===== src/rtl/chart_read_arbiter_if.sv =====
// Request/grant/response bundle between chart requesters, the arbiter and the chart store.
// The master side drives requests and store read data; the slave side is the arbiter.
interface chart_read_arbiter_if #(
    parameter int N_REQ   = 3,
    parameter int CHART_W = 16
);
    logic [N_REQ-1:0]   req;
    logic [N_REQ*8-1:0] req_id;
    logic [N_REQ-1:0]   gnt;
    logic [N_REQ-1:0]   rsp_valid;
    logic [CHART_W-1:0] rsp_chart;
    logic [7:0]         rom_chart_id;
    logic [CHART_W-1:0] rom_chart_data;
    logic               busy;

    modport master (
        output req, req_id, rom_chart_data,
        input  gnt, rsp_valid, rsp_chart, rom_chart_id, busy
    );

    modport slave (
        input  req, req_id, rom_chart_data,
        output gnt, rsp_valid, rsp_chart, rom_chart_id, busy
    );
endinterface


===== src/rtl/chart_read_arbiter.sv =====
// Chart read arbiter: serialises page requests onto the shared chart store, one read at a time.
// Define CHART_ARB_RR_EN for round-robin arbitration; otherwise fixed priority, lowest index wins.
module chart_read_arbiter #(
    parameter int N_REQ    = 3,
    parameter int READ_LAT = 1,
    parameter int CHART_W  = 16
) (
    input  logic                clk,
    input  logic                rst,
    chart_read_arbiter_if.slave bus
);
    localparam int IDX_W = $clog2(N_REQ);
    localparam int CNT_W = 3;

    typedef enum logic [1:0] {
        IDLE = 2'd0,
        WAIT = 2'd1,
        DONE = 2'd2
    } state_t;

    state_t             state_r;
    logic [CNT_W-1:0]   cnt_r;
    logic [N_REQ-1:0]   gnt_r;
    logic [N_REQ-1:0]   rsp_valid_r;
    logic [CHART_W-1:0] rsp_chart_r;
    logic [7:0]         rom_chart_id_r;
    logic               busy_r;

    logic               win_vld_s;
    logic [IDX_W-1:0]   win_idx_s;
    logic [7:0]         win_id_s;
    logic [N_REQ-1:0]   win_oh_s;

`ifdef CHART_ARB_RR_EN
    logic [IDX_W-1:0]   ptr_r;

    function automatic logic [IDX_W-1:0] rr_idx(input logic [IDX_W-1:0] ptr, input int step);
        int sum;
        sum = int'(ptr) + step + 1;
        if (sum >= N_REQ) begin
            sum = sum - N_REQ;
        end else begin
            sum = sum;
        end
        return IDX_W'(sum);
    endfunction

    // Round-robin winner search, starting one past the last winner.
    always_comb begin
        win_vld_s = 1'b0;
        win_idx_s = {IDX_W{1'b0}};
        for (int k = 0; k < N_REQ; k++) begin
            if (!win_vld_s && bus.req[rr_idx(ptr_r, k)]) begin
                win_vld_s = 1'b1;
                win_idx_s = rr_idx(ptr_r, k);
            end else begin
                win_vld_s = win_vld_s;
            end
        end
    end

    // Last-winner pointer, advanced on every grant.
    always_ff @(posedge clk) begin
        if (rst) begin
            ptr_r <= IDX_W'(N_REQ - 1);
        end else if (state_r == IDLE && win_vld_s) begin
            ptr_r <= win_idx_s;
        end
    end
`else
    // Fixed-priority winner search, lowest index first.
    always_comb begin
        win_vld_s = 1'b0;
        win_idx_s = {IDX_W{1'b0}};
        for (int k = 0; k < N_REQ; k++) begin
            if (!win_vld_s && bus.req[k]) begin
                win_vld_s = 1'b1;
                win_idx_s = IDX_W'(k);
            end else begin
                win_vld_s = win_vld_s;
            end
        end
    end
`endif

    assign win_id_s = bus.req_id[{win_idx_s, 3'b000} +: 8];
    assign win_oh_s = {{(N_REQ-1){1'b0}}, 1'b1} << win_idx_s;

    // Transaction FSM: grant in IDLE, count down the store latency, deliver, then one bubble cycle.
    always_ff @(posedge clk) begin
        if (rst) begin
            state_r        <= IDLE;
            cnt_r          <= {CNT_W{1'b0}};
            gnt_r          <= {N_REQ{1'b0}};
            rsp_valid_r    <= {N_REQ{1'b0}};
            rsp_chart_r    <= {CHART_W{1'b0}};
            rom_chart_id_r <= 8'd0;
            busy_r         <= 1'b0;
        end else begin
            case (state_r)
                IDLE: begin
                    if (win_vld_s) begin
                        gnt_r          <= win_oh_s;
                        rom_chart_id_r <= win_id_s;
                        cnt_r          <= CNT_W'(READ_LAT);
                        busy_r         <= 1'b1;
                        state_r        <= WAIT;
                    end
                end
                WAIT: begin
                    if (cnt_r == {CNT_W{1'b0}}) begin
                        rsp_chart_r <= bus.rom_chart_data;
                        rsp_valid_r <= gnt_r;
                        state_r     <= DONE;
                    end else begin
                        cnt_r <= cnt_r - CNT_W'(1);
                    end
                end
                // Requests are deliberately ignored here so a requester can drop req after rsp_valid.
                DONE: begin
                    rsp_valid_r <= {N_REQ{1'b0}};
                    gnt_r       <= {N_REQ{1'b0}};
                    busy_r      <= 1'b0;
                    state_r     <= IDLE;
                end
                default: begin
                    rsp_valid_r <= {N_REQ{1'b0}};
                    gnt_r       <= {N_REQ{1'b0}};
                    busy_r      <= 1'b0;
                    cnt_r       <= {CNT_W{1'b0}};
                    state_r     <= IDLE;
                end
            endcase
        end
    end

    assign bus.gnt          = gnt_r;
    assign bus.rsp_valid    = rsp_valid_r;
    assign bus.rsp_chart    = rsp_chart_r;
    assign bus.rom_chart_id = rom_chart_id_r;
    assign bus.busy         = busy_r;
endmodule


===== src/flat_wrapper.sv =====
// flat-port wrapper written by rule: the top's interface ports become plain ports
module chart_read_arbiter_flat 
#(
    parameter int N_REQ    = 3,
    parameter int READ_LAT = 1,
    parameter int CHART_W  = 16
)
  (clk, rst, bus_req, bus_req_id, bus_rom_chart_data, bus_gnt, bus_rsp_valid, bus_rsp_chart, bus_rom_chart_id, bus_busy);
  chart_read_arbiter_if #(.N_REQ(N_REQ), .CHART_W(CHART_W)) bus_i ();
  input  logic clk;
  input  logic rst;
  input wire logic [$bits(bus_i.req)-1:0] bus_req;
  input wire logic [$bits(bus_i.req_id)-1:0] bus_req_id;
  input wire logic [$bits(bus_i.rom_chart_data)-1:0] bus_rom_chart_data;
  output wire logic [$bits(bus_i.gnt)-1:0] bus_gnt;
  output wire logic [$bits(bus_i.rsp_valid)-1:0] bus_rsp_valid;
  output wire logic [$bits(bus_i.rsp_chart)-1:0] bus_rsp_chart;
  output wire logic [$bits(bus_i.rom_chart_id)-1:0] bus_rom_chart_id;
  output wire logic [$bits(bus_i.busy)-1:0] bus_busy;
  assign bus_i.req = bus_req;
  assign bus_i.req_id = bus_req_id;
  assign bus_i.rom_chart_data = bus_rom_chart_data;
  assign bus_gnt = bus_i.gnt;
  assign bus_rsp_valid = bus_i.rsp_valid;
  assign bus_rsp_chart = bus_i.rsp_chart;
  assign bus_rom_chart_id = bus_i.rom_chart_id;
  assign bus_busy = bus_i.busy;
  chart_read_arbiter #(.N_REQ(N_REQ), .READ_LAT(READ_LAT), .CHART_W(CHART_W)) u_core (.clk(clk), .rst(rst), .bus(bus_i));
endmodule

===== config.mk =====
export PLATFORM = sky130hd
export DESIGN_NAME = chart_read_arbiter_flat
export DESIGN_NICKNAME = d
export VERILOG_FILES = /design/src/rtl/chart_read_arbiter_if.sv /design/src/rtl/chart_read_arbiter.sv /design/src/flat_wrapper.sv
export SDC_FILE = /design/constraint.sdc
export NUM_CORES = 1
export LEC_CHECK = 0
export BUFFER_PORTS_ARGS = -buffer_cell sky130_fd_sc_hd__buf_2
export CAP_MARGIN = 20
export CORE_AREA = 2 2 62 64
export DETAILED_ROUTE_END_ITERATION = 10
export DIE_AREA = 0 0 64 66
export PLACE_DENSITY = 0.91
export SYNTH_ARGS = -nofsm -noshare
export SYNTH_HDL_FRONTEND = slang
export SYNTH_SLANG_ARGS = --single-unit

===== constraint.sdc =====
create_clock -name clk -period 3.7 [get_ports clk]
set_clock_uncertainty 0.2 [all_clocks]
set_input_delay 0.185 -clock clk [delete_from_list [all_inputs] [get_ports clk]]
set_output_delay 0.185 -clock clk [all_outputs]
set_load 0.02 [all_outputs]

==> impl_metrics.json, run 1 <==
{
  "critical_path_class": "flip-flop to flip-flop",
  "grt_usage_pct": 21.3,
  "io-pin-count": 76,
  "syn-num-nets": 246,
  "antenna_left": 0,
  "clkTransAtPathRegs_ns": 0.11,
  "highest_layer": "met4",
  "hold_viol": 0,
  "cp.arrival_ns": 2.13,
  "die_h_um": 66,
  "dpl-instance-area_sq_um": 2050,
  "clk_latency_ns": 0.35,
  "finalSetupViolCount": 0,
  "dpl_worst_slack_ns": 1.64,
  "grt_overflow_total": 0,
  "post-route-period-util_pct": 56.8,
  "worstReg2RegStart": "u_core.state_r[0]",
  "final_area_sq_um": 2270,
  "final_util_pct": 64.1,
  "internal-power_mw": 0.702,
  "synth-edff-count": 0,
  "synth_top_cell_by_area": "dfxtp_1",
  "min_path_type": "primary input to flip-flop",
  "switching_share_pct": 36.4,
  "crit_path_start_kind": "flip-flop",
  "drt-pass1-iter-count": 4,
  "cts_tree": "yes",
  "synth.distinct_cells": 34,
  "worstMarginPinSlew_ns": 0.722,
  "wl_met2_mm": 2.17,
  "ir_drop_mv": 0.321,
  "crit_fanout": 19,
  "cts-resized-gates": 0,
  "synth-seq-area-share_pct": 42.4,
  "wl_met1_mm": 1.79,
  "max_stage_delay_ns": 0.73,
  "dpl.cell_count": 307,
  "crit_chain": "nand4bb_1, nand2_1, a21oi_1",
  "avgViaCountPerCell": 5.07,
  "rows": 22,
  "num_vias": 1679,
  "crit_buf_inv": 0,
  "gp_congestion": 0.795,
  "nets": 329,
  "area_growth_pct": 33.7,
  "syn_inst": 199,
  "rsz0062_at_grt": "no",
  "p_switching_mw": 0.402,
  "drt_first_iter_violations": 61,
  "r2r-end": "u_core.bus.rsp_chart[10]",
  "cp_slowest_cell": "dfxtp_1",
  "met3_length_um": 167,
  "synthArstFlopShare_pct": 0,
  "syn_avg_cell_area_sq_um": 8.55,
  "period_needed_ns": 2.10,
  "core_region_area_sq_um": 3550,
  "rr_worst_depth": 3,
  "htreeDepth": 2,
  "wl_per_cell_um": 12.8,
  "finalSetupTns_ns": 0,
  "cts_buffer_depth": 2,
  "root_buffer": "clkbuf_4",
  "critPathRequiredTime_ns": 3.72,
  "grt_start_max_net_pins": 24,
  "cp.depth": 3,
  "io_buffers": 75,
  "drv_cap": 0,
  "synth_area_sq_um": 1700,
  "antennaDiodeCount": 0,
  "p_clk_share_pct": 20.2,
  "timing.final.ws_setup_ns": 1.60,
  "fin_cells": 331,
  "slew_headroom_pct": 51.6,
  "drt-total-wl_mm": 4.23,
  "yosysWarnings": 0,
  "route.detailed.drc": 0,
  "max_freq_mhz": 476,
  "holdCritStartpoint": "bus_req_id[12]",
  "grt_pass1_wl_mm": 7.00,
  "r2r_setup_slack_ns": 1.60,
  "pwr-share-comb_pct": 34.7,
  "die_area_sq_um": 4220,
  "crit_end": "u_core.bus.rsp_chart[10]",
  "outcome": "completed",
  "slew_viol_final": 0,
  "initial_core_util_pct": 47.9,
  "end_kind": "flip-flop",
  "startpoint": "u_core.state_r[0]",
  "antenna_found_initial": 0,
  "power_frac_seq_pct": 45.1,
  "synthFlopType": "dfxtp_1",
  "totalPowerFinal_mw": 1.10,
  "synth_top_area_share_pct": 42.4,
  "cts_buffers": 5,
  "synth_area_leaders": "dfxtp_1 42%, nand2_1 7.3%, a21oi_1 5.6%, a2bb2oi_1 4.6%, a32o_2 4.6%",
  "layout-drive-gt1-share_pct": 33.2,
  "whs_ns": 0.0502,
  "synth_seq_cells": 36,
  "hpwl_mm": 2.84,
  "leakage_nw": 1.12,
  "grt_pass1_vias": 1573,
  "cellPowerDensity_nw_per_um2": 485,
  "die_w_um": 64,
  "clock-sinks": 36,
  "crit_family": "simple AND/OR/NAND/NOR gates"
}
[state kept, by name, indices dropped and copies added, names as in the netlist]
name,flops
u_core.bus.busy,1
u_core.bus.gnt,3
u_core.bus.rom_chart_id,8
u_core.bus.rsp_chart,16
u_core.bus.rsp_valid,3
u_core.cnt_r,3
u_core.state_r,2
[per-layer routing]
metal  up-vias  global-route usage, %
met3        11                   4.43
met1       777                   23.2
met2        35                   38.7
met4         0                   10.9
li1        856                      -
met5         -                      0
[placed cells by master, fill, tap and decap left out, drive strengths merged]
master,count
nand2,33
a32o,9
a2bb2oi,9
nor2b,4
o21a,1
clkinv,2
and4bb,1
or3,1
nand4bb,1
o211ai,1
inv,11
ha,2
nor3b,9
o22ai,1
dlygate4sd3,16
or2,1
a21oi,20
o32ai,1
clkbuf,6
nor2,19
mux2i,5
nand3b,1
o21ai,2
o211a,1
nor3,3
nand2b,3
dfxtp,36
buf,75
o21bai,9
[cell usage after synthesis (3+ instances only)]
cell / count
nor2b_1: 4
clkbuf_1: 3
nor2_1: 19
inv_1: 11
mux2i_1: 5
a21oi_1: 19
nand2_1: 33
buf_2: 6
dfxtp_1: 36
o21bai_1: 9
nor3b_1: 9
nand2b_1: 3
a32o_2: 7
a2bb2oi_1: 9
[power by group through the flow]
stage / sequential, mW / combinational (mW) / clock, mW
6_report: 0.498 / 0.383 / 0.223
5_1_grt: 0.506 / 0.419 / 0.245
4_1_cts: 0.497 / 0.383 / 0.223
3_5_place_dp: 0.506 / 0.369 / 0
3_3_place_gp: 0.503 / 0.360 / 0
2_1_floorplan: 0.552 / 0.225 / 0
[kinds of logic after synthesis]
kind of cell	share of synthesized area (%)
flops	42.4
compound gates	23.5
fa+ha+maj	1.47
buf+inv	7.35
simple gates	22.4
mux	2.94
[area by class of cell]
cell class,count,area (sq um)
sequential,36,721
multi-input combinational,137,856
inverter,11,41.3
clock buffer,6,51.3
tap,48,60.1
fill,303,1280
timing repair buffer,91,536
clock inverter,2,10.0
[worst min-delay path, delay by kind of cell]
family / cells / cell delay, ns
buffers and inverters: 1 / 0.07
AO/OA/AOI/OAI: 2 / 0.30
[worst min-delay path by stage]
stage / end / slack, ns / cells past startpoint
after floorplan: u_core.bus.rsp_chart[0] / 0.12 / 2
after global placement: u_core.bus.rsp_chart[13] / 0.23 / 3
after detailed placement: u_core.bus.rsp_chart[6] / 0.23 / 3
after CTS: u_core.bus.rom_chart_id[2] / 0.05 / 3
after global routing: u_core.bus.rom_chart_id[4] / 0.04 / 3
final: u_core.bus.rom_chart_id[4] / 0.05 / 3
[what timing repair did]
item | in CTS | in global routing
hold endpoints to repair | 16 | 0
setup endpoints to repair | 0 | 0
setup buffers | 0 | 0
hold buffers | 16 | 0
Power figures use the tool's default switching activity.
==> run 2: changes to the inputs <==
ABC_AREA = 1   (was default)
CORE_AREA = 2 2 64 66   (was 2 2 62 64)
DIE_AREA = 0 0 66 68   (was 0 0 64 66)
PLACE_DENSITY = 0.86   (was 0.91)
clock period = 2 ns   (was 3.7 ns; I/O delays follow)
==> impl_metrics.json, run 2 <==
{
  "io-pin-count": 76,
  "synthArstFlopShare_pct": 0,
  "grt_pass1_vias": 1783,
  "grt_overflow_total": 0,
  "crit_buf_inv": 3,
  "timing.final.ws_setup_ns": 0.0897,
  "initial_core_util_pct": 43.5,
  "final_common_cell": "buf_2",
  "outcome": "completed",
  "min_path_cells": 4,
  "slew_headroom_pct": 65.2,
  "cts_setup_buffers": 0,
  "syn_avg_cell_area_sq_um": 7.40,
  "synth-seq-area-share_pct": 42.9,
  "dpl_worst_slack_ns": 0.377,
  "switching_share_pct": 38.2,
  "root_buffer": "clkbuf_8",
  "synth_area_sq_um": 1680,
  "power_frac_seq_pct": 39.5,
  "synth.distinct_cells": 23,
  "synth_most_common_cell": "nand2_1",
  "drt-total-wl_mm": 5.07,
  "holdCritStartpoint": "bus_req[2]",
  "p_switching_mw": 0.923,
  "clkTransAtPathRegs_ns": 0.07,
  "ir_drop_mv": 0.558,
  "leakage_nw": 1.35,
  "r2r-end": "u_core.bus.gnt[0]",
  "grt_start_max_net_pins": 30,
  "antennaDiodeCount": 0,
  "syn_inst": 227,
  "antenna_left": 0,
  "finalSetupTns_ns": 0,
  "num_vias": 1901,
  "clk_latency_ns": 0.29,
  "synthFlopType": "dfxtp_1",
  "nets": 393,
  "io_buffers": 75,
  "syn-num-nets": 274,
  "cpMostUsedCell": "dlygate4sd3_1",
  "grt_usage_pct": 22.2,
  "htreeDepth": 2,
  "die_h_um": 68,
  "hpwl_mm": 2.98,
  "max_stage_delay_ns": 0.55,
  "worstMarginPinSlew_ns": 0.520,
  "drt_first_iter_violations": 78,
  "area_growth_pct": 53.4,
  "drt-pass1-iter-count": 4,
  "seq_area_sq_um": 721,
  "end_kind": "flip-flop",
  "cellPowerDensity_nw_per_um2": 938,
  "crit_fanout": 4,
  "internal-power_mw": 1.49,
  "rsz0062_at_grt": "no",
  "wl_per_cell_um": 12.8,
  "period_needed_ns": 1.91,
  "finalSetupViolCount": 0,
  "largest_register_ffs": 16,
  "crit_path_start_kind": "primary input",
  "grt_pass1_wl_mm": 7.56,
  "critPathRequiredTime_ns": 2.03,
  "pwr-share-comb_pct": 38.5,
  "synth_top_area_share_pct": 42.9,
  "cts_buffers": 5,
  "hold_end": "u_core.bus.rom_chart_id[6]",
  "gp_congestion": 0.832,
  "antenna_found_initial": 0,
  "rows": 23,
  "min_path_type": "primary input to flip-flop",
  "die_w_um": 66,
  "synth-edff-count": 0,
  "cp_slowest_cell": "dlygate4sd3_1",
  "crit_chain": "dlygate4sd3_1, buf_2, nor2_2, nand3_2, nand2_2, nand2_1, a21oi_1, dlygate4sd3_1",
  "synth_seq_cells": 36,
  "yosysWarnings": 0,
  "cp.arrival_ns": 1.94,
  "p_clk_share_pct": 22.0,
  "synthTopCellsByCount": "49 x nand2_1, 36 x dfxtp_1, 34 x nor2_1, 26 x inv_1, 24 x a21oi_1",
  "crit_family": "buffers and inverters",
  "filler_cell_count": 327,
  "layout-drive-gt1-share_pct": 29.4,
  "clock-sinks": 36,
  "final_cell_mix": "75 x buf_2, 48 x nand2_1, 44 x dlygate4sd3_1",
  "worstReg2RegStart": "u_core.state_r[0]",
  "critical_path_class": "primary input to flip-flop",
  "final_area_sq_um": 2570,
  "synth_top_cell_by_area": "dfxtp_1",
  "slew_viol_final": 0,
  "multiInputGateArea_sq_um": 766,
  "post-route-period-util_pct": 95.5,
  "cts_buffer_depth": 2,
  "avgViaCountPerCell": 4.79,
  "route.detailed.drc": 0,
  "core_region_area_sq_um": 3860,
  "drv_cap": 0,
  "dpl-instance-area_sq_um": 2040,
  "hold_viol": 0,
  "die_area_sq_um": 4490,
  "cts_tree": "yes",
  "r2r_setup_slack_ns": 0.14,
  "synth_area_leaders": "dfxtp_1 43%, nand2_1 11%, nor2_1 7.6%, a21oi_1 7.2%, inv_1 5.8%",
  "rr_worst_depth": 6,
  "max_freq_mhz": 523
}
-- run 2: cell types whose count changed after synthesis, sizes merged, moves of 5 or more --
cell     previous run  this run
o21bai              9         0
o211ai              1         8
nand3               0         7
a32o                9         0
o21ai               2        17
mux2i               5         0
nor2               19        41
inv                11        29
nand2              33        54
a2bb2oi             9         0
nor3b               9         0
-- run 2: worst max-delay path by stage --
| stage | endpoint | startpoint | slack (ns) | cells after the start |
|---|---|---|---|---|
| global placement | u_core.cnt_r[0] | u_core.cnt_r[0] | 0.45 | 9 |
| CTS | u_core.bus.gnt[0] | bus_req[1] | 0.09 | 8 |
| global route | u_core.bus.gnt[0] | bus_req[1] | 0.01 | 8 |
| finish | u_core.bus.gnt[0] | bus_req[1] | 0.09 | 8 |
| detailed placement | u_core.cnt_r[1] | u_core.cnt_r[0] | 0.38 | 9 |
| floorplan | u_core.cnt_r[0] | u_core.cnt_r[0] | 0.60 | 9 |
-- run 2: kinds of logic (layout without fill, tap and decap cells) --
logic type	count (synthesis)	count (layout)	share of synthesized area, %
compound gates	49	49	16.2
fa+ha+maj	2	2	1.49
buf+inv	38	158	11.6
flops	36	36	42.9
simple gates	102	102	27.7
-- run 2: power groups by stage --
stage / logic (mW) / registers, mW / clock network [mW]
after floorplan: 0.494 / 1.11 / 0
final: 0.930 / 0.954 / 0.533
after global placement: 0.821 / 0.956 / 0
after detailed placement: 0.845 / 0.963 / 0
after global routing: 1.03 / 0.970 / 0.567
after CTS: 0.916 / 0.951 / 0.542
-- run 2: area by class of cell --
class,instances,area share [%]
timing repair buffer,120,32.0
multi-input combinational,153,29.7
sequential,36,28.0
inverter,30,4.37
clock buffer,8,3.50
tap,50,2.43
-- run 2: per-stage QoR --
| step | total power [mW] | std cells | util [%] | hold slack [ns] |
|---|---|---|---|---|
| global placement | 1.78 | 345 | 53.0 | 0.121 |
| CTS | 2.41 | 397 | 66.7 | 0.0647 |
| global route | 2.57 | 397 | 66.8 | 0.102 |
| finish | 2.42 | 397 | 66.8 | 0.0858 |
| detailed placement | 1.81 | 345 | 53.0 | 0.135 |
| floorplan | 1.60 | 227 | - | 0.0282 |
-- run 2: routing by layer --
| layer | share of wire [%] | up-vias | GRT usage [%] | routed length (um) |
|---|---|---|---|---|
| met2 | 51 | 94 | 43.7 | 2590 |
| met4 | 0.69 | 0 | 6.63 | 35 |
| met3 | 10 | 4 | 8.55 | 526 |
| met5 | 0 | - | 0 | 0 |
| li1 | - | 950 | - | - |
| met1 | 38 | 853 | 21.4 | 1910 |
-- run 2: what timing repair did --
action | 4_1_cts | 5_1_grt
gates resized for setup | 0 | 1
endpoints found under the setup margin | 0 | 1
hold buffers | 44 | 0
hold endpoints to repair | 31 | 0
-- run 2: worst register-to-register path, delay by kind of cell (launching register included) --
kind | cells | cell delay [ns]
DFF | 1 | 0.41
buffers and inverters | 1 | 0.55
and+or+nand+nor | 4 | 0.53
AOI/OAI and AO/OA | 1 | 0.11
